File: config.mk
export PLATFORM = sky130hd
export DESIGN_NAME = booth_mult_arbiter
export DESIGN_NICKNAME = d
export VERILOG_FILES = /design/src/rtl/booth_mult_arbiter.sv
export SDC_FILE = /design/constraint.sdc
export NUM_CORES = 1
export LEC_CHECK = 0
export ABC_AREA = 0
export ABC_CLOCK_PERIOD_IN_PS = 2620
export CORE_MARGIN = 4
export CORE_UTILIZATION = 40
export CTS_CLUSTER_SIZE = 24
export DETAILED_ROUTE_END_ITERATION = 16
export HOLD_SLACK_MARGIN = 0.06
export PLACE_DENSITY = 0.86
export SLEW_MARGIN = 20
export SYNTH_ARGS = -nofsm -noshare
export SYNTH_HDL_FRONTEND = slang
export SYNTH_SLANG_ARGS = --single-unit
File: constraint.sdc
create_clock -name clk -period 2.62 [get_ports clk]
set_input_delay 0.655 -clock clk [delete_from_list [all_inputs] [get_ports clk]]
set_output_delay 0.655 -clock clk [all_outputs]
set_load 0.01 [all_outputs]
File: src/rtl/booth_mult_arbiter.sv
// Round-robin arbiter sharing one Booth multiplier among NUM_REQ clients.
// Latches the winner's operands, sequences ld/ld_PP and guards with a watchdog.
module booth_mult_arbiter #(
  parameter int NUM_REQ       = 4,
  parameter int Width_inputs  = 16,
  parameter int Width_product = 32,
  parameter int TIMEOUT       = 40
) (
  input  logic                            clk,
  input  logic                            reset,
  input  logic [NUM_REQ-1:0]              req,
  input  logic [NUM_REQ*Width_inputs-1:0] req_a,
  input  logic [NUM_REQ*Width_inputs-1:0] req_b,
  output logic [NUM_REQ-1:0]              grant,
  output logic [NUM_REQ-1:0]              resp_valid,
  output logic                            resp_err,
  output logic [Width_product-1:0]        resp_product,
  output logic                            busy,
  output logic [Width_inputs-1:0]         mul_in_A,
  output logic [Width_inputs-1:0]         mul_in_B,
  output logic                            mul_ld,
  output logic                            mul_ld_PP,
  input  logic                            mul_ld_p,
  input  logic [Width_product-1:0]        mul_product
);

  localparam int PW = (NUM_REQ > 1) ? $clog2(NUM_REQ) : 1;
  localparam int WW = (TIMEOUT > 1) ? $clog2(TIMEOUT) : 1;

  typedef enum logic [2:0] {
    IDLE,
    LOAD,
    START,
    WAIT,
    RESP
  } state_t;

  state_t                     state_q, state_d;
  logic [PW-1:0]              ptr_q, ptr_d;
  logic [PW-1:0]              own_q, own_d;
  logic [NUM_REQ-1:0]         grant_q, grant_d;
  logic [Width_inputs-1:0]    op_a_q, op_a_d;
  logic [Width_inputs-1:0]    op_b_q, op_b_d;
  logic [WW-1:0]              wdog_q, wdog_d;
  logic [Width_product-1:0]   prod_q, prod_d;
  logic                       err_q, err_d;

  logic                       found;
  logic [PW-1:0]              win_idx;
  int                         idx;

  // first requester at or after the pointer, wrapping around
  always_comb begin
    found   = 1'b0;
    win_idx = '0;
    idx     = 0;
    for (int i = 0; i < NUM_REQ; i++) begin
      idx = int'(ptr_q) + i;
      if (idx >= NUM_REQ) idx = idx - NUM_REQ;
      if (!found && req[idx]) begin
        found   = 1'b1;
        win_idx = PW'(idx);
      end
    end
  end

  // sequencer next-state and datapath updates
  always_comb begin
    state_d = state_q;
    ptr_d   = ptr_q;
    own_d   = own_q;
    grant_d = grant_q;
    op_a_d  = op_a_q;
    op_b_d  = op_b_q;
    wdog_d  = wdog_q;
    prod_d  = prod_q;
    err_d   = err_q;
    unique case (state_q)
      IDLE: begin
        if (found) begin
          own_d   = win_idx;
          grant_d = '0;
          grant_d[win_idx] = 1'b1;
          op_a_d  = req_a[int'(win_idx)*Width_inputs +: Width_inputs];
          op_b_d  = req_b[int'(win_idx)*Width_inputs +: Width_inputs];
          state_d = LOAD;
        end
      end
      LOAD: begin
        state_d = START;
      end
      START: begin
        wdog_d  = '0;
        state_d = WAIT;
      end
      WAIT: begin
        if (mul_ld_p) begin
          prod_d  = mul_product;
          err_d   = 1'b0;
          state_d = RESP;
        end else if (wdog_q == WW'(TIMEOUT - 1)) begin
          prod_d  = '0;
          err_d   = 1'b1;
          state_d = RESP;
        end else begin
          wdog_d  = wdog_q + WW'(1);
        end
      end
      RESP: begin
        if (own_q == PW'(NUM_REQ - 1)) ptr_d = '0;
        else                           ptr_d = own_q + PW'(1);
        grant_d = '0;
        state_d = IDLE;
      end
      default: begin
        state_d = IDLE;
      end
    endcase
  end

  // state and datapath registers
  always_ff @(posedge clk or negedge reset) begin
    if (!reset) begin
      state_q <= IDLE;
      ptr_q   <= '0;
      own_q   <= '0;
      grant_q <= '0;
      op_a_q  <= '0;
      op_b_q  <= '0;
      wdog_q  <= '0;
      prod_q  <= '0;
      err_q   <= 1'b0;
    end else begin
      state_q <= state_d;
      ptr_q   <= ptr_d;
      own_q   <= own_d;
      grant_q <= grant_d;
      op_a_q  <= op_a_d;
      op_b_q  <= op_b_d;
      wdog_q  <= wdog_d;
      prod_q  <= prod_d;
      err_q   <= err_d;
    end
  end

  assign grant        = grant_q;
  assign resp_valid   = (state_q == RESP) ? grant_q : '0;
  assign resp_err     = err_q;
  assign resp_product = prod_q;
  assign busy         = (state_q != IDLE);
  assign mul_in_A     = op_a_q;
  assign mul_in_B     = op_b_q;
  assign mul_ld       = (state_q == LOAD);
  assign mul_ld_PP    = (state_q == START);

endmodule

==> flow_summary.ini <==
[route]
routed_wl_um = 14700
avgViaCountPerCell = 5.67
wl_per_cell_um = 19.9
vias = 4199
ant_nets = 0
dr.pass1.iters = 10
drcViolationCount = 0
drtIter0Drc = 309

[cells_and_area]
layout_commonest_cell = clkdlybuf4s50_1
stdcell_area_sq_um = 6660
fill_cells = 739
multi_input_area_sq_um = 1620
area_growth_pct = 71.0
diodes = 0
nets = 776
regArea_sq_um = 2050
layout_common_cells = clkdlybuf4s50_1 (241), dfrtp_1 (82), a21oi_1 (70)
drive_gt1_share_pct = 7.03

[critical_path]
r2r_cells = 5
path_class = reg2out
worst-endpoint-arrival_ns = 1.79
worstSetupStartpointType = flip-flop
cp-end-kind = primary output
path_cells = nand2b_1 > nor2_1 > clkdlybuf4s50_1
worstPathRequired_ns = 1.97
worst_r2r_startpoint = ptr_q[1]
cp_slowest_cell = clkdlybuf4s50_1
slowest_delay_ns = 0.57
rrSetupSlack_ns = 0.45
critPathMaxFanout = 8
startpoint = state_q[1]
path_buf_inv = 1
r2r-end = mul_in_A[12]
crit_family = buffers and inverters

[timing]
clock_skew_ns = 0.0102
min_period_over_period_pct = 93.4
setup_violations = 0
final.setup.tns_ns = 0
final_max_slew_viol_count = 0
worst_slew_pin_slew_ns = 0.776
rsz0062_at_grt = no
hold_slack_ns = 0.278
finalHoldViolations = 0
fmax_mhz = 409
finalCriticalPeriod_ns = 2.45
relSlewSlack_pct = 48.2

[power]
p_per_area_nw_per_um2 = 1010
p_leak_nw = 2.76
vdd_drop_max_uv = 631
report.power.total_w = 0.00674

[place]
post-dp-hpwl_um = 11200
port_buffers = 242
post_dp_cell_area_sq_um = 6470
place.gp.congestion = 0.951

[clocking]
post_cts_buffers = 0
cts_num_sinks = 82
post_cts_resized = 0
cts_max_path_buffers = 2
cts_buffers = 9
htree_num_levels = 3
clock_latency_ns = 0.33
cts_tree = done
ctsRootBufferMaster = clkbuf_8
clk_pin_slew_ns = 0.09
holdBufCountCts = 0

[floorplanning]
die_x_um = 107
core_area_sq_um = 9370
start_util_pct = 41.5
io_pins = 243
die-area_sq_um = 11400
dieHeight_um = 107
fp-row-count = 35

[global_routing]
antenna_found_initial = 0
grt_pass1_vias = 4229
grt_usage_pct = 25.1
grt_overflow_total = 0
grt_start_max_net_pins = 44
grt_pass1_wl_um = 22300

[logic_synthesis]
postSynthCellCount = 374
synth_cell_types = 42
netlist_area_sq_um = 3890
synth_warnings = 0
synth_nets = 543
synthFlopType = dfrtp_1
seq_area_frac_synth_pct = 52.7
synth.ff_latch_count = 82
synth_edf_count = 0
syn_avg_cell_area_sq_um = 10.4
async_reset_ff_share_pct = 100

[flow_run]
max_cap_violations = 0

[status]
outcome = finished clean

[hold_path]
hp-class = in2async
## cell usage after synthesis (2+ instances only)
library cell  number  area [sq um]
buf_2             24           120
o21ai_0            4          20.0
a22o_1            36           315
dfrtp_1           82          2050
inv_1              4          15.0
buf_4              2          15.0
xnor2_1            2          17.5
a21oi_1           70           350
nand2_1           18          67.6
a211oi_1           3          22.5
ha_1               2          25.0
a222oi_1          32           320
and3_1             6          37.5
mux2_2             2          22.5
nand2b_1           2          12.5
a21o_1             2          15.0
nor2_1            44           165
nand3_1            4          20.0
nor3_1             4          20.0
buf_6              4          45.0
clkbuf_1           6          22.5
## flip-flops by register name (all words and copies together), names as in the netlist
name / cells
grant: 4
own_q: 2
state_q: 3
wdog_q: 6
resp_err: 1
ptr_q: 2
resp_product: 32
mul_in_B: 16
mul_in_A: 16
## report_power, final
group / leakage (nW) / total (W) / internal (W) / switching, W
logic: 1.67 / 0.00361 / 0.00194 / 0.00167
clock network: 0.0919 / 0.000871 / 0.000400 / 0.000471
registers: 0.989 / 0.00226 / 0.00186 / 0.000397
## per-layer routing
layer / track usage [%] / share of wire (%) / vias to the layer above / wire [um]
li1: - / - / 1888 / -
met1: 29.1 / 36 / 2045 / 5320
met2: 45.1 / 53 / 236 / 7810
met3: 6.02 / 7.9 / 30 / 1170
met4: 9.22 / 3.0 / 0 / 435
met5: 0 / 0 / - / 0
## worst max path at each step
stage	slack [ns]	to	depth (start not counted)
after floorplan	0.70	mul_in_B[10]	6
final	0.17	mul_ld_PP	3
after global routing	0.06	mul_ld_PP	3
after global placement	0.12	mul_in_A[5]	5
after CTS	0.16	mul_ld_PP	3
after detailed placement	0.05	mul_in_A[7]	5
## cells by family after synthesis
group	count (synthesis)	synth area share, %
adders and majority gates	2	0.643
buffers and inverters	41	5.69
muxes	3	0.835
AOI/OAI and AO/OA	155	29.0
DFF	82	52.7
xor gates and xnor gates	2	0.450
and+or+nand+nor	89	10.6
## per-stage QoR
stage / worst slack, ns / cells / util [%]
6_report: 0.174 / 741 / 71.0
5_1_grt: 0.0642 / 741 / 71.0
4_1_cts: 0.162 / 741 / 71.0
3_5_place_dp: 0.0512 / 725 / 69.0
3_3_place_gp: 0.124 / 725 / 69.0
2_1_floorplan: 0.699 / 374 / -
## cell type report
type	instances	area share, %
sequential	82	30.8
timing repair buffer	258	39.3
inverter	5	0.282
clock inverter	5	0.564
tap	129	2.42
multi-input combinational	251	24.3
clock buffer	11	2.27
No activity file was read; power rests on OpenSTA's default activity.
